File: config.mk
export PLATFORM = sky130hd
export DESIGN_NAME = sim_scheduler_flat
export DESIGN_NICKNAME = d
export VERILOG_FILES = /design/src/rtl/sim_scheduler_pkg.sv /design/src/rtl/sim_scheduler_if.sv /design/src/rtl/sim_scheduler_step_timer.sv /design/src/rtl/sim_scheduler.sv /design/src/flat_wrapper.sv
export SDC_FILE = /design/constraint.sdc
export NUM_CORES = 1
export LEC_CHECK = 0
export CAP_MARGIN = 15
export CELL_PAD_IN_SITES_DETAIL_PLACEMENT = 1
export CELL_PAD_IN_SITES_GLOBAL_PLACEMENT = 1
export CORE_UTILIZATION = 25
export DETAILED_ROUTE_END_ITERATION = 8
export PLACE_DENSITY = 0.59
export SLEW_MARGIN = 20
export SYNTH_ARGS = -nofsm -noshare
export SYNTH_HDL_FRONTEND = slang
export SYNTH_SLANG_ARGS = --single-unit
File: constraint.sdc
create_clock -name clk_in -period 4.15 [get_ports clk_in]
set_input_delay 0.83 -clock clk_in [delete_from_list [all_inputs] [get_ports clk_in]]
set_output_delay 0.83 -clock clk_in [all_outputs]
set_load 0.01 [all_outputs]
File: src/rtl/sim_scheduler_pkg.sv
// Shared types and default sizes for the board-update scheduler.
// The engine command opcodes are also used by the board engine itself.
package sim_scheduler_pkg;

    localparam int LOG_MAX_SPEED  = 3;
    localparam int MAX_SPEED      = 2**LOG_MAX_SPEED - 1;
    localparam int LOG_BOARD_SIZE = 6;
    localparam int LOG_NUM_SEED   = 2;
    localparam int GEN_WIDTH      = 16;

    typedef enum logic [1:0] {
        NOP    = 2'd0,
        SEED   = 2'd1,
        TOGGLE = 2'd2,
        STEP   = 2'd3
    } cmd_op_t;

    typedef enum logic [1:0] {
        IDLE  = 2'd0,
        ISSUE = 2'd1,
        BUSY  = 2'd2
    } sched_state_t;

    // Seed loads outrank user toggles, which outrank timed steps.
    function automatic cmd_op_t pick_op(input logic seed_p, input logic toggle_p,
                                        input logic step_p);
        if (seed_p) begin
            return SEED;
        end
        if (toggle_p) begin
            return TOGGLE;
        end
        if (step_p) begin
            return STEP;
        end
        return NOP;
    endfunction

endpackage

File: src/rtl/sim_scheduler_if.sv
// Command channel between the scheduler (master) and the board engine (slave).
// Signal names follow the scheduler's point of view.
interface sim_scheduler_if #(
    parameter int LOG_BOARD_SIZE = sim_scheduler_pkg::LOG_BOARD_SIZE,
    parameter int LOG_NUM_SEED   = sim_scheduler_pkg::LOG_NUM_SEED
);

    logic                       cmd_valid_out;
    sim_scheduler_pkg::cmd_op_t cmd_op_out;
    logic [LOG_BOARD_SIZE-1:0]  cmd_x_out;
    logic [LOG_BOARD_SIZE-1:0]  cmd_y_out;
    logic [LOG_NUM_SEED-1:0]    cmd_seed_out;
    logic                       cmd_ready_in;
    logic                       done_in;

    modport master (
        output cmd_valid_out,
        output cmd_op_out,
        output cmd_x_out,
        output cmd_y_out,
        output cmd_seed_out,
        input  cmd_ready_in,
        input  done_in
    );

    modport slave (
        input  cmd_valid_out,
        input  cmd_op_out,
        input  cmd_x_out,
        input  cmd_y_out,
        input  cmd_seed_out,
        output cmd_ready_in,
        output done_in
    );

endinterface

File: src/rtl/sim_scheduler_step_timer.sv
// Frame divider: counts video frames and fires a one-cycle tick every
// (MAX_SPEED - speed + 1) frames; speed 0 freezes the count.
module step_timer
    import sim_scheduler_pkg::*;
#(
    parameter int SPEED_W = LOG_MAX_SPEED
) (
    input  logic               clk_in,
    input  logic               rst_in,
    input  logic               frame_in,
    input  logic [SPEED_W-1:0] speed_in,
    input  logic               clear_in,
    output logic               tick_out
);

    localparam logic [SPEED_W:0] MAX_PERIOD = (SPEED_W+1)'(2**SPEED_W - 1);
    localparam logic [SPEED_W:0] ONE        = (SPEED_W+1)'(1);

    logic [SPEED_W-1:0] fcnt;
    logic [SPEED_W:0]   period;
    logic [SPEED_W:0]   fcnt_next;
    logic               running;
    logic               expire;

    // The >= compare lets a freshly shortened period fire on the very next frame.
    always_comb begin
        period    = MAX_PERIOD - {1'b0, speed_in} + ONE;
        fcnt_next = {1'b0, fcnt} + ONE;
        running   = (speed_in != '0);
        expire    = frame_in && running && (fcnt_next >= period);
        tick_out  = expire && !clear_in;
    end

    always_ff @(posedge clk_in or posedge rst_in) begin
        if (rst_in) begin
            fcnt <= '0;
        end else if (clear_in) begin
            fcnt <= '0;
        end else if (frame_in && running) begin
            if (expire) begin
                fcnt <= '0;
            end else begin
                fcnt <= fcnt_next[SPEED_W-1:0];
            end
        end
    end

endmodule

File: src/rtl/sim_scheduler.sv
// Serialises UI events into SEED / TOGGLE / STEP commands for the board engine,
// one at a time, and counts generations since the last seed load.
module sim_scheduler #(
    parameter int LOG_MAX_SPEED  = sim_scheduler_pkg::LOG_MAX_SPEED,
    parameter int LOG_BOARD_SIZE = sim_scheduler_pkg::LOG_BOARD_SIZE,
    parameter int LOG_NUM_SEED   = sim_scheduler_pkg::LOG_NUM_SEED,
    parameter int GEN_WIDTH      = sim_scheduler_pkg::GEN_WIDTH
) (
    input  logic                      clk_in,
    input  logic                      rst_in,
    input  logic                      frame_in,
    input  logic [LOG_MAX_SPEED-1:0]  speed_in,
    input  logic                      click_in,
    input  logic [LOG_BOARD_SIZE-1:0] cursor_x_in,
    input  logic [LOG_BOARD_SIZE-1:0] cursor_y_in,
    input  logic [LOG_NUM_SEED-1:0]   seed_idx_in,
    output logic                      busy_out,
    output logic [GEN_WIDTH-1:0]      gen_count_out,
    sim_scheduler_if.master           cmd_bus
);

    import sim_scheduler_pkg::*;

    sched_state_t state;
    sched_state_t state_next;

    logic seed_pend;
    logic toggle_pend;
    logic step_pend;

    logic [LOG_NUM_SEED-1:0]   last_seed;
    logic [LOG_BOARD_SIZE-1:0] tog_x;
    logic [LOG_BOARD_SIZE-1:0] tog_y;

    cmd_op_t                   pick;
    cmd_op_t                   cur_op;
    logic [LOG_BOARD_SIZE-1:0] cur_x;
    logic [LOG_BOARD_SIZE-1:0] cur_y;
    logic [LOG_NUM_SEED-1:0]   cur_seed;

    logic capture;
    logic accept;
    logic finish;
    logic seed_done;
    logic step_tick;

    logic [GEN_WIDTH-1:0] gen_count;

    // A finished seed load restarts the frame divider so stepping is phase-aligned to the new board.
    step_timer #(
        .SPEED_W (LOG_MAX_SPEED)
    ) u_step_timer (
        .clk_in   (clk_in),
        .rst_in   (rst_in),
        .frame_in (frame_in),
        .speed_in (speed_in),
        .clear_in (seed_done),
        .tick_out (step_tick)
    );

    assign pick      = pick_op(seed_pend, toggle_pend, step_pend);
    assign seed_done = finish && (cur_op == SEED);

    always_ff @(posedge clk_in or posedge rst_in) begin
        if (rst_in) begin
            state <= IDLE;
        end else begin
            state <= state_next;
        end
    end

    always_comb begin
        state_next = state;
        capture    = 1'b0;
        accept     = 1'b0;
        finish     = 1'b0;
        case (state)
            IDLE: begin
                if (pick != NOP) begin
                    state_next = ISSUE;
                    capture    = 1'b1;
                end
            end
            ISSUE: begin
                if (cmd_bus.cmd_ready_in) begin
                    state_next = BUSY;
                    accept     = 1'b1;
                end
            end
            BUSY: begin
                if (cmd_bus.done_in) begin
                    state_next = IDLE;
                    finish     = 1'b1;
                end
            end
            default: begin
                state_next = IDLE;
            end
        endcase
    end

    // The command is frozen at the IDLE->ISSUE transition; later events only raise flags.
    always_ff @(posedge clk_in or posedge rst_in) begin
        if (rst_in) begin
            cur_op   <= NOP;
            cur_x    <= '0;
            cur_y    <= '0;
            cur_seed <= '0;
        end else if (capture) begin
            cur_op   <= pick;
            cur_x    <= tog_x;
            cur_y    <= tog_y;
            cur_seed <= last_seed;
        end
    end

    // A fresh event wins over the clear on accept so a late seed change is never lost.
    always_ff @(posedge clk_in or posedge rst_in) begin
        if (rst_in) begin
            seed_pend   <= 1'b1;
            toggle_pend <= 1'b0;
            step_pend   <= 1'b0;
            last_seed   <= '0;
            tog_x       <= '0;
            tog_y       <= '0;
        end else begin
            if (seed_idx_in != last_seed) begin
                seed_pend <= 1'b1;
                last_seed <= seed_idx_in;
            end else if (accept && (cur_op == SEED)) begin
                seed_pend <= 1'b0;
            end

            if (click_in && !toggle_pend) begin
                toggle_pend <= 1'b1;
                tog_x       <= cursor_x_in;
                tog_y       <= cursor_y_in;
            end else if (accept && (cur_op == TOGGLE)) begin
                toggle_pend <= 1'b0;
            end

            if (seed_done) begin
                step_pend <= 1'b0;
            end else if (step_tick) begin
                step_pend <= 1'b1;
            end else if (accept && (cur_op == STEP)) begin
                step_pend <= 1'b0;
            end
        end
    end

    always_ff @(posedge clk_in or posedge rst_in) begin
        if (rst_in) begin
            gen_count <= '0;
        end else if (finish) begin
            if (cur_op == STEP) begin
                gen_count <= gen_count + 1'b1;
            end else if (cur_op == SEED) begin
                gen_count <= '0;
            end
        end
    end

    assign cmd_bus.cmd_valid_out = (state == ISSUE);
    assign cmd_bus.cmd_op_out    = (state == ISSUE) ? cur_op : NOP;
    assign cmd_bus.cmd_x_out     = cur_x;
    assign cmd_bus.cmd_y_out     = cur_y;
    assign cmd_bus.cmd_seed_out  = cur_seed;
    assign busy_out              = (state != IDLE);
    assign gen_count_out         = gen_count;

endmodule
File: src/flat_wrapper.sv
// flat-port wrapper written by rule: the top's interface ports become plain ports
module sim_scheduler_flat import sim_scheduler_pkg::*;
#(
    parameter int LOG_MAX_SPEED  = sim_scheduler_pkg::LOG_MAX_SPEED,
    parameter int LOG_BOARD_SIZE = sim_scheduler_pkg::LOG_BOARD_SIZE,
    parameter int LOG_NUM_SEED   = sim_scheduler_pkg::LOG_NUM_SEED,
    parameter int GEN_WIDTH      = sim_scheduler_pkg::GEN_WIDTH
)
  (clk_in, rst_in, frame_in, speed_in, click_in, cursor_x_in, cursor_y_in, seed_idx_in, busy_out, gen_count_out, cmd_bus_cmd_valid_out, cmd_bus_cmd_op_out, cmd_bus_cmd_x_out, cmd_bus_cmd_y_out, cmd_bus_cmd_seed_out, cmd_bus_cmd_ready_in, cmd_bus_done_in);
  sim_scheduler_if #(.LOG_BOARD_SIZE(LOG_BOARD_SIZE), .LOG_NUM_SEED(LOG_NUM_SEED)) cmd_bus_i ();
  input  logic clk_in;
  input  logic rst_in;
  input  logic frame_in;
  input  logic [LOG_MAX_SPEED-1:0] speed_in;
  input  logic click_in;
  input  logic [LOG_BOARD_SIZE-1:0] cursor_x_in;
  input  logic [LOG_BOARD_SIZE-1:0] cursor_y_in;
  input  logic [LOG_NUM_SEED-1:0] seed_idx_in;
  output logic busy_out;
  output logic [GEN_WIDTH-1:0] gen_count_out;
  output wire logic [$bits(cmd_bus_i.cmd_valid_out)-1:0] cmd_bus_cmd_valid_out;
  output wire logic [$bits(cmd_bus_i.cmd_op_out)-1:0] cmd_bus_cmd_op_out;
  output wire logic [$bits(cmd_bus_i.cmd_x_out)-1:0] cmd_bus_cmd_x_out;
  output wire logic [$bits(cmd_bus_i.cmd_y_out)-1:0] cmd_bus_cmd_y_out;
  output wire logic [$bits(cmd_bus_i.cmd_seed_out)-1:0] cmd_bus_cmd_seed_out;
  input wire logic [$bits(cmd_bus_i.cmd_ready_in)-1:0] cmd_bus_cmd_ready_in;
  input wire logic [$bits(cmd_bus_i.done_in)-1:0] cmd_bus_done_in;
  assign cmd_bus_cmd_valid_out = cmd_bus_i.cmd_valid_out;
  assign cmd_bus_cmd_op_out = cmd_bus_i.cmd_op_out;
  assign cmd_bus_cmd_x_out = cmd_bus_i.cmd_x_out;
  assign cmd_bus_cmd_y_out = cmd_bus_i.cmd_y_out;
  assign cmd_bus_cmd_seed_out = cmd_bus_i.cmd_seed_out;
  assign cmd_bus_i.cmd_ready_in = cmd_bus_cmd_ready_in;
  assign cmd_bus_i.done_in = cmd_bus_done_in;
  sim_scheduler #(.LOG_MAX_SPEED(LOG_MAX_SPEED), .LOG_BOARD_SIZE(LOG_BOARD_SIZE), .LOG_NUM_SEED(LOG_NUM_SEED), .GEN_WIDTH(GEN_WIDTH)) u_core (.clk_in(clk_in), .rst_in(rst_in), .frame_in(frame_in), .speed_in(speed_in), .click_in(click_in), .cursor_x_in(cursor_x_in), .cursor_y_in(cursor_y_in), .seed_idx_in(seed_idx_in), .busy_out(busy_out), .gen_count_out(gen_count_out), .cmd_bus(cmd_bus_i));
endmodule
==> out/metrics.yaml, run 1 <==
status:
  outcome: "completed"
setup_path:
  path_common_cell: "sky130_fd_sc_hd__ha_1"
  cp_slowest_stage_delay_ns: 0.48
  crit_path_start_kind: "input pin"
  worst_path_max_delay_cell: "sky130_fd_sc_hd__clkdlybuf4s50_1"
  maximum_net_fanout_on_the_critical_path: 3
  cp_cell_sequence: "clkdlybuf4s50_1 > inv_1 > ha_1 > ha_1 > inv_1 > ha_1 > or2_2 > a21oi_1 > nor3_1 > nor4_1"
  r2r.worst_path.cells: 7
  r2r_end: "u_core.u_step_timer.fcnt[2]"
  ff2ff_setup_slack_ns: 2.01
  crit_path_end_kind: "flop"
  critPathArrivalTime_ns: 2.99
  timing.setup.critical_path_class: "input pin to flop"
  critical_path_start: "speed_in[0]"
  critical_path_required_ns: 4.37
  timing.critical_path.to: "u_core.u_step_timer.fcnt[2]"
  rr_startpoint: "u_core.u_step_timer.fcnt[0]"
flow_run:
  max_cap_viol_count: 0
global_routing:
  grt_util_all_layers: 0.117
  pin_count_of_the_biggest_net_entering_global_routing: 41
  antenna_found_initial: 0
  grt_pass1_wl_mm: 9.36
  global_route.overflow_total: 0
  via_count_of_the_first_global_routing_pass: 1908
detailed_routing:
  drt_drc_violations_left: 0
  drtAntennaViolNets: 0
  drtIter0Drc: 43
  wire_per_inst_um: 13.3
  dr.pass1.iters: 4
  viasPerCell: 4.54
  total_detailed_routing_wirelength_mm: 5.49
  via_count: 1870
final_layout:
  area_growth_pct: 32.7
  finalNetCount: 309
  final_util: 0.341
  antennaDiodeCount: 0
  area_used_by_multi_input_combinational_logic_sq_um: 1060
  layout.filler_cells: 1083
  drive_gt1_frac: 0.151
  sequential_cell_area_sq_um: 1350
floorplanning:
  fp.dieArea_sq_um: 10300
  chipHeight_um: 102
  die_width_um: 102
  floorplan.initialDensity: 0.257
  design.core.area_sq_um: 9680
  ioPinCount: 57
  std_cell_rows: 36
sta:
  final.period_utilization: 0.668
  worst_slack_ns: 1.38
  setup_repair_after_global_routing_missed_its_margin: "false"
  final_hold_viol_count: 0
  totalNegativeSetupSlack_ns: 0
  final_max_slew_viol_count: 0
  worst_slew_pin_slew_ns: 0.866
  fin_skew_ns: 0.0150
  timing.fmax_ghz: 0.361
  post-route-min-period_ns: 2.77
  relative_slew_margins: 0.422
  setup_viol: 0
pwr:
  switching_share: 0.330
  seq_power_share: 0.443
  power.net_switching_mw: 0.609
  power_density_nw_per_um2: 560
  comb_power_share: 0.383
  power.ir.vdd_worst_uv: 230
  clock_power_share: 0.174
  p_leak_nw: 1.39
  internal_power_mw: 1.24
synth:
  syn_area_sq_um: 2490
  synthesis.instances: 219
  yosysMostFrequentCell: "sky130_fd_sc_hd__dfrtp_1"
  netlist.top_cell.by_area: "sky130_fd_sc_hd__dfrtp_1"
  synthTopCellsByCount: "sky130_fd_sc_hd__dfrtp_1, sky130_fd_sc_hd__mux2_2, sky130_fd_sc_hd__a21oi_1, sky130_fd_sc_hd__o21ai_0, sky130_fd_sc_hd__inv_1"
  ys_seq_area_frac: 0.544
  synth.area.top_cells: "sky130_fd_sc_hd__dfrtp_1, sky130_fd_sc_hd__mux2_2, sky130_fd_sc_hd__ha_1"
  synth_fp_nets: 250
  synth_enable_flop_cells: 0
  yosys.area.top_type_share: 0.533
  synthesized_flop_and_latch_total: 54
  synth_cell_type_count: 38
  synthFlopType: "sky130_fd_sc_hd__dfrtp_1"
  avgSynthCellArea_sq_um: 11.4
  async_flop_share: 1.00
  yosysWarnings: 0
clock_network:
  post_cts_repair_resize_count: 0
  numCtsBuffers: 5
  ctsLongestPathBuffers: 2
  h-tree-depth: 2
  cts_hold_buffers: 0
  clkTransAtPathRegs_ns: 0.10
  clk_latency_ns: 0.32
  post_cts.repair.setup_buffers: 0
  cts_root_buf: "sky130_fd_sc_hd__clkbuf_8"
  cts_num_sinks: 54
  cts_tree: "built"
placement:
  dpl_worst_slack_ns: 1.04
  hpwl_mm: 3.93
  globalplace.congestion: 0.751
  portBuffers: 56
worst_hold_path:
  hold_crit_path_type: "flop to flop"
[how the worst min path moves through the flow]
stage / from / endpoint / slack, ns / cells after the start
2_1_floorplan: u_core.tog_x[5] / u_core.tog_x[5] / 0.47 / 1
3_5_place_dp: u_core.tog_x[2] / u_core.tog_x[2] / 0.49 / 1
5_1_grt: u_core.tog_y[0] / u_core.tog_y[0] / 0.53 / 1
6_report: u_core.tog_y[4] / u_core.tog_y[4] / 0.51 / 1
3_3_place_gp: u_core.tog_y[3] / u_core.cmd_bus.cmd_y_out[3] / 0.48 / 1
4_1_cts: u_core.tog_y[4] / u_core.tog_y[4] / 0.52 / 1
[through the flow]
| step | total power [mW] | std cells | area, sq um | hold WS, ns |
|---|---|---|---|---|
| 4_1_cts | 1.88 | 412 | 3300 | 0.520 |
| 3_5_place_dp | 1.55 | 404 | 3200 | 0.494 |
| 5_1_grt | 1.99 | 412 | 3300 | 0.534 |
| 2_1_floorplan | 1.23 | 219 | 2490 | 0.475 |
| 6_report | 1.85 | 412 | 3300 | 0.514 |
| 3_3_place_gp | 1.54 | 404 | 3200 | 0.483 |
[cell type report]
class | instances | share of cell area
well taps | 133 | 0.0504
multi-input cells | 146 | 0.320
inverters | 12 | 0.0137
repair buffers | 59 | 0.177
clock inverters | 3 | 0.00796
clock buffers | 5 | 0.0209
flip-flops and latches | 54 | 0.410
[power by group through the flow]
stage / clock network, mW / logic (mW) / registers (mW)
6_report: 0.322 / 0.708 / 0.817
5_1_grt: 0.358 / 0.790 / 0.847
4_1_cts: 0.337 / 0.725 / 0.819
3_5_place_dp: 0 / 0.721 / 0.827
3_3_place_gp: 0 / 0.711 / 0.825
2_1_floorplan: 0 / 0.400 / 0.826
[metal layers]
| metal | vias to the layer above | global-route usage | wire, um |
|---|---|---|---|
| met1 | 921 | 0.145 | 2510 |
| met5 | - | 0 | 0 |
| met2 | 39 | 0.185 | 2510 |
| met4 | 0 | 0.0368 | 72 |
| met3 | 7 | 0.0490 | 395 |
| li1 | 903 | - | - |
[registers in the layout, indices dropped and copies added, names as in the netlist]
name / cells
u_core.gen_count_out: 16
u_core.tog_y: 6
u_core.cur_op: 2
u_core.cmd_bus.cmd_y_out: 6
u_core.last_seed: 2
u_core.tog_x: 6
u_core.cmd_bus.cmd_seed_out: 2
u_core.u_step_timer.fcnt: 3
u_core.state: 2
u_core.seed_pend: 1
u_core.cmd_bus.cmd_x_out: 6
u_core.toggle_pend: 1
u_core.step_pend: 1
[worst max-delay path, delay by kind of cell]
kind / cells / cell delay (ns)
adders and majority gates: 3 / 0.71
buffers and inverters: 3 / 0.58
and+or+nand+nor: 3 / 0.65
AOI/OAI and AO/OA: 1 / 0.23
[kinds of logic after synthesis]
kind of cell,after synthesis,share of synthesized area
AOI/OAI and AO/OA,39,0.0911
adders and majority gates,8,0.0403
xor gates and xnor gates,7,0.0247
and+or+nand+nor,66,0.151
buffers and inverters,19,0.0307
DFF,54,0.544
muxes,26,0.118
[cell usage in the layout (no fill, tap or decap), drive strengths merged]
cell type      synthesis  final
inv                   12     15
a41oi                  1      1
o31ai                  3      3
xor2                   5      5
a21oi                 14     14
a2111oi                1      1
o21ai                 14     14
or3                    6      6
mux2                  26     26
clkbuf                 5      5
xnor2                  2      2
nor2                  10     10
nand2b                 4      4
and4                   2      2
o211ai                 1      1
a22oi                  1      1
o21a                   1      1
nor2b                  5      5
nor4                   1      1
or4                    2      2
ha                     8      8
and2                   3      3
a31oi                  1      1
and4b                  1      1
nand4b                 1      1
and3                   2      2
nand3                 11     11
buf                    2      3
dfstp                  1      1
dfrtp                 53     53
nand2                  9      9
o22a                   1      1
nand4                  6      6
clkdlybuf4s50          0     56
nor3                   1      1
or2                    2      2
a21o                   1      1
Note: power is estimated with default switching activity, not from simulation.
==> run 2, diff against run 1 <==
- PLACE_DENSITY: 0.59 -> 0.61
- clock period: 4.15 -> 2.4 ns (I/O delays scaled with it)
==> run 2 against run 1 <==
Against the previous run: die area did not move; worst setup slack got worse by 1.2 ns; via count rose by 2.9%; critical path type unchanged; largest power group unchanged.
==> out/metrics.yaml, run 2 (synthesized netlist as in run 1, its figures left out) <==
clock_network:
  ctsLongestPathBuffers: 2  # unchanged
  cts_num_sinks: 54  # unchanged
  numCtsBuffers: 5  # unchanged
  cts_hold_buffers: 0  # unchanged
  h-tree-depth: 2  # unchanged
  clk_latency_ns: 0.31  # about the same
  cts_tree: "built"
  clkTransAtPathRegs_ns: 0.10  # about the same
  cts_root_buf: "sky130_fd_sc_hd__clkbuf_8"
setup_path:
  rr_startpoint: "u_core.u_step_timer.fcnt[0]"
  critPathArrivalTime_ns: 2.44  # -0.55 ns
  crit_path_end_kind: "flop"
  r2r_end: "u_core.u_step_timer.fcnt[2]"
  timing.setup.critical_path_class: "input pin to flop"
  cp_slowest_stage_delay_ns: 0.45  # -0.03 ns
  critical_path_start: "speed_in[1]"
  crit_path_start_kind: "input pin"
  ff2ff_setup_slack_ns: 0.38  # -1.63 ns
  path_common_cell: "sky130_fd_sc_hd__ha_1"
  worst_path_max_delay_cell: "sky130_fd_sc_hd__clkdlybuf4s50_1"
  maximum_net_fanout_on_the_critical_path: 3  # unchanged
  critical_path_required_ns: 2.62  # -1.75 ns
  cp_cell_sequence: "clkdlybuf4s50_1 > inv_1 > ha_1 > ha_1 > inv_1 > ha_1 > or2_4 > a21oi_4 > nor3_2 > nor4_2"
  timing.critical_path.to: "u_core.u_step_timer.fcnt[2]"
  r2r.worst_path.cells: 6  # -1
global_routing:
  grt_pass1_wl_mm: 9.79  # +4.6%
  pin_count_of_the_biggest_net_entering_global_routing: 55  # +34%
  grt_util_all_layers: 0.122  # +0.00515
  antenna_found_initial: 0  # unchanged
  via_count_of_the_first_global_routing_pass: 1997  # +4.7%
  global_route.overflow_total: 0  # unchanged
placement:
  placement.cell_area_sq_um: 3270  # +2.0%
  globalplace.congestion: 0.729  # -2.8%
  hpwl_mm: 4.09  # +4.1%
  portBuffers: 56  # unchanged
final_layout:
  final_util: 0.349  # +0.00878
  layout_common_cells: "sky130_fd_sc_hd__clkdlybuf4s50_1, sky130_fd_sc_hd__dfrtp_1, sky130_fd_sc_hd__mux2_2"
  commonest_non_fill_non_tap_cell_in_the_layout: "sky130_fd_sc_hd__clkdlybuf4s50_1"
  antennaDiodeCount: 0  # unchanged
  area_growth_pct: 36.1
  finalNetCount: 316  # +2.3%
  fin_area_sq_um: 3380  # +2.6%
  largest_register_ff_count: 16  # unchanged
  drive_gt1_frac: 0.178  # +0.0278
floorplanning:
  floorplan.initialDensity: 0.257  # unchanged
  std_cell_rows: 36  # unchanged
  ioPinCount: 57  # unchanged
  fp.dieArea_sq_um: 10300  # unchanged
  design.core.area_sq_um: 9680  # unchanged
  chipHeight_um: 102  # unchanged
  die_width_um: 102  # unchanged
worst_hold_path:
  hold_crit_path_type: "flop to flop"
detailed_routing:
  drtAntennaViolNets: 0  # unchanged
  highest-signal-layer: "met4"
  met2_wire_length_mm: 2.67  # +6.5%
  dr.pass1.iters: 4  # unchanged
  route.met3.wl_um: 426  # +7.8%
  drt_drc_violations_left: 0  # unchanged
  wire_per_inst_um: 13.8  # +3.9%
  viasPerCell: 4.59  # +1.2%
  wirelength_met1_mm: 2.63  # +4.7%
  via_count: 1924  # +2.9%
  drtIter0Drc: 42  # -2.3%
  total_detailed_routing_wirelength_mm: 5.80  # +5.7%
sta:
  setup_viol: 0  # unchanged
  final_max_slew_viol_count: 0  # unchanged
  relative_slew_margins: 0.774  # +0.352
  final_hold_viol_count: 0  # unchanged
  worst_slew_pin_slew_ns: 0.337  # -0.528 ns
  post-route-min-period_ns: 2.22
  final.period_utilization: 0.927
  fin_skew_ns: 0.00775  # -0.00726 ns
  timing.fmax_ghz: 0.450
  setup_repair_after_global_routing_missed_its_margin: "false"
pwr:
  power_density_nw_per_um2: 971  # +74%
  p_leak_nw: 1.43  # +2.9%
  power.ir.vdd_worst_uv: 478  # +110%
flow_run:
  max_cap_viol_count: 0  # unchanged
status:
  outcome: "completed"
==> run 2: changes by cell type in the layout (fill, tap and decap cells not counted), sizes merged <==
cell           before  now
inv                15   12
dlymetal6s2s        0    1
clkinvlp            0    2
clkbuf              5    6
buf                 3   10
clkdlybuf4s50      56   55
==> run 2: how the worst min path moves through the flow <==
stage,startpoint,slack [ns],to,cells past startpoint
3_3_place_gp,u_core.tog_y[3],0.48,u_core.cmd_bus.cmd_y_out[3],1
6_report,u_core.tog_x[5],0.51,u_core.cmd_bus.cmd_x_out[5],1
3_5_place_dp,u_core.tog_y[3],0.49,u_core.tog_y[3],1
5_1_grt,u_core.tog_y[1],0.53,u_core.tog_y[1],1
2_1_floorplan,u_core.tog_x[5],0.47,u_core.tog_x[5],1
4_1_cts,u_core.tog_y[3],0.52,u_core.tog_y[3],1
==> run 2: per-stage QoR <==
stage / setup slack, ns / instances / hold WS [ns] / total power, mW / TNS, ns
floorplan: 0.279 / 219 / 0.475 / 2.12 / 0
global placement: -0.290 / 411 / 0.484 / 2.73 / -0.871
detailed placement: -0.424 / 411 / 0.491 / 2.76 / -1.25
CTS: 0.0504 / 419 / 0.516 / 3.31 / 0
global route: 0.0526 / 419 / 0.529 / 3.54 / 0
finish: 0.176 / 419 / 0.511 / 3.29 / 0
==> run 2: power by group <==
| group | switching, mW | total, mW | internal (mW) |
|---|---|---|---|
| clock | 0.306 | 0.512 | 0.206 |
| combinational | 0.573 | 1.37 | 0.802 |
| sequential | 0.194 | 1.40 | 1.21 |
==> run 2: area by class of cell <==
| cell class | count | area, sq um |
|---|---|---|
| Fill cell | 1070 | 6300 |
| Sequential cell | 54 | 1350 |
| Multi-Input combinational cell | 146 | 1080 |
| Timing Repair Buffer | 66 | 651 |
| Tap cell | 133 | 166 |
| Clock buffer | 6 | 72.6 |
| Inverter | 12 | 45.0 |
| Clock inverter | 2 | 15.0 |
==> run 2: repair_timing <==
action | 4_1_cts | 5_1_grt
resized for setup | 1 | 5
setup endpoints to repair | 1 | 2
pin swaps | 1 | 2
hold endpoints to repair | 0 | 0
setup buffers | 0 | 0
==> run 2: layer usage <==
metal,GRT usage,vias to the layer above
met5,0,-
met4,0.0368,0
met3,0.0455,8
met2,0.195,43
met1,0.154,969
li1,-,904
==> run 2: worst max-delay path, delay by kind of cell <==
kind / cells / cell delay [ns]
and+or+nand+nor: 3 / 0.56
buffers and inverters: 3 / 0.54
AOI/OAI and AO/OA: 1 / 0.15
adders and majority gates: 3 / 0.70
==> run 3, diff against run 2 <==
- CELL_PAD_IN_SITES_DETAIL_PLACEMENT: 1 -> not set
- CELL_PAD_IN_SITES_GLOBAL_PLACEMENT: 1 -> not set
- PLACE_DENSITY: 0.61 -> 0.51
==> run 3 against run 2 <==
Against the previous run: critical path depth is 1 higher; via count is 1.5% lower; maximum frequency is 2.5% lower; worst setup slack worse by 0.057 ns; non-clock buffer count stayed put; global-route usage is 1.3 points lower; routed wire length is 10% lower; critical path type unchanged; critical endpoint is now u_core.u_step_timer.fcnt[1]; highest routed layer unchanged.
==> out/metrics.yaml, run 3 (synthesized netlist as in run 1, its figures left out) <==
final_layout:
  final_util: 0.351  # +0.00103
  finalNetCount: 316  # unchanged
  area_growth_pct: 36.5
  commonest_non_fill_non_tap_cell_in_the_layout: "sky130_fd_sc_hd__clkdlybuf4s50_1"
  largest_register_ff_count: 16  # unchanged
  drive_gt1_frac: 0.175  # -0.00350
  layout_common_cells: "sky130_fd_sc_hd__clkdlybuf4s50_1, sky130_fd_sc_hd__dfrtp_1, sky130_fd_sc_hd__mux2_2"
  antennaDiodeCount: 0  # unchanged
clock_network:
  cts_tree: "built"
  cts_num_sinks: 54  # unchanged
  cts_root_buf: "sky130_fd_sc_hd__clkbuf_8"
  cts_hold_buffers: 0  # unchanged
  numCtsBuffers: 5  # unchanged
  clkTransAtPathRegs_ns: 0.11  # about the same
  h-tree-depth: 2  # unchanged
  clk_latency_ns: 0.31  # about the same
  post_cts.repair.setup_buffers: 0  # unchanged
  post_cts_repair_resize_count: 0  # -1
  ctsLongestPathBuffers: 2  # unchanged
sta:
  fin_skew_ns: 0.0162  # +0.00850 ns
  timing.hold.ws_ns: 0.492  # -0.0190 ns
  post-route-min-period_ns: 2.28  # +0.0569 ns
  timing.fmax_ghz: 0.438  # -2.5%
  totalNegativeSetupSlack_ns: 0  # unchanged
  final_max_slew_viol_count: 0  # unchanged
  worst_slew_pin_slew_ns: 0.466  # +0.128 ns
  final_hold_viol_count: 0  # unchanged
  setup_viol: 0  # unchanged
  final.period_utilization: 0.950  # +0.0237
  relative_slew_margins: 0.689  # -0.0853
global_routing:
  global_route.overflow_total: 0  # unchanged
  grtUsageMet3: 0.0476  # +0.00207
  antenna_found_initial: 0  # unchanged
  grt_util_all_layers: 0.110  # -0.0128
  globalRouteMet2Util: 0.185  # -0.00988
  grt_met1_usage: 0.127  # -0.0266
  via_count_of_the_first_global_routing_pass: 1828  # -8.5%
  grt_pass1_wl_mm: 8.74  # -11%
  pin_count_of_the_biggest_net_entering_global_routing: 23  # -58%
  grt-busiest-layer: "met2"
placement:
  globalplace.congestion: 0.809  # +11%
  hpwl_mm: 3.83  # -6.4%
  portBuffers: 56  # unchanged
pwr:
  p_leak_nw: 1.44  # +0.78%
  power.ir.vdd_worst_uv: 475  # -0.51%
  sum_of_internal_switching_and_leakage_power_mw: 3.37  # +2.4%
  power_density_nw_per_um2: 992  # +2.1%
setup_path:
  worst_path_max_delay_cell: "sky130_fd_sc_hd__clkdlybuf4s50_1"
  critical_path.top_delay_family: "adder cells"
  timing.setup.critical_path_class: "input pin to flop"
  cp_cell_sequence: "clkdlybuf4s50_1 > inv_1 > ha_1 > ha_1 > inv_1 > ha_1 > or2_2 > a21oi_2 > buf_4 > o211ai_1 > a21oi_1"
  crit_path_end_kind: "flop"
  r2r_end: "u_core.u_step_timer.fcnt[1]"
  r2r.worst_path.cells: 8  # +2
  critPathBufInv: 4  # +1
  crit_path_start_kind: "input pin"
  cp_slowest_stage_delay_ns: 0.48  # +0.03 ns
  path_common_cell: "sky130_fd_sc_hd__ha_1"
  maximum_net_fanout_on_the_critical_path: 2  # -1
  critical_path_required_ns: 2.63  # about the same
  critPathArrivalTime_ns: 2.51  # +0.07 ns
  rr_startpoint: "u_core.u_step_timer.fcnt[0]"
  ff2ff_setup_slack_ns: 0.43  # +0.05 ns
flow_run:
  max_cap_viol_count: 0  # unchanged
floorplanning:
  design.core.area_sq_um: 9680  # unchanged
  chipHeight_um: 102  # unchanged
  std_cell_rows: 36  # unchanged
  ioPinCount: 57  # unchanged
  floorplan.initialDensity: 0.257  # unchanged
  fp.dieArea_sq_um: 10300  # unchanged
  die_width_um: 102  # unchanged
detailed_routing:
  total_detailed_routing_wirelength_mm: 5.22  # -10%
  drtAntennaViolNets: 0  # unchanged
  via_count: 1895  # -1.5%
  viasPerCell: 4.52  # -1.5%
  drt_drc_violations_left: 0  # unchanged
  wire_per_inst_um: 12.5  # -10%
  dr.pass1.iters: 4  # unchanged
  drtIter0Drc: 43  # +2.4%
status:
  outcome: "completed"
worst_hold_path:
  hold_crit_path_type: "input pin to async pin"
## run 3: changes by cell type in the layout (fill, tap and decap cells not counted), sizes merged
cell and change:
bufinv +1, clkdlybuf4s50 +1, clkinvlp -2, dlymetal6s2s -1, inv +1
## run 3: metal layers
layer / wire length [um] / vias to the layer above
met5: 0 / -
met4: 58 / 0
met3: 432 / 7
met2: 2380 / 51
met1: 2350 / 920
li1: - / 917
## run 3: where the power goes
part	total, mW	switching (mW)	leakage [nW]	internal, mW
sequential	1.39	0.182	0.680	1.21
clock	0.654	0.310	0.0618	0.344
combinational	1.33	0.534	0.695	0.792
total	3.37	1.03	1.44	2.34
## run 3: worst max path at each step
| stage | cells past startpoint | from | to |
|---|---|---|---|
| after global routing | 11 | speed_in[0] | u_core.u_step_timer.fcnt[1] |
| after floorplan | 9 | speed_in[0] | u_core.u_step_timer.fcnt[2] |
| after global placement | 10 | speed_in[0] | u_core.u_step_timer.fcnt[2] |
| final | 11 | speed_in[0] | u_core.u_step_timer.fcnt[1] |
| after CTS | 10 | speed_in[0] | u_core.u_step_timer.fcnt[2] |
| after detailed placement | 10 | speed_in[0] | u_core.u_step_timer.fcnt[2] |
## run 3: layout make-up
class,count,area [sq um]
clock buffer,6,82.6
clock inverter,2,38.8
fill,967,6290
inverter,12,45.0
multi-input combinational,146,1060
sequential,54,1350
tap,133,166
timing repair buffer,66,648
## run 3: through the flow
step	cells	instance area, sq um	worst slack [ns]
5_1_grt	419	3390	-0.0114
4_1_cts	419	3390	0.0358
3_5_place_dp	411	3270	-0.287
2_1_floorplan	219	2490	0.279
3_3_place_gp	411	3270	-0.254
6_report	419	3390	0.119
## run 3: worst register-to-register path, cell delays in order (launching register included)
cell and delay [ns]:
sky130_fd_sc_hd__dfrtp_1 0.44, sky130_fd_sc_hd__ha_1 0.26, sky130_fd_sc_hd__xor2_1 0.18, sky130_fd_sc_hd__ha_1 0.29, sky130_fd_sc_hd__or2_2 0.28, sky130_fd_sc_hd__a21oi_2 0.14, sky130_fd_sc_hd__buf_4 0.12, sky130_fd_sc_hd__o211ai_1 0.07
sky130_fd_sc_hd__a21oi_1 0.13
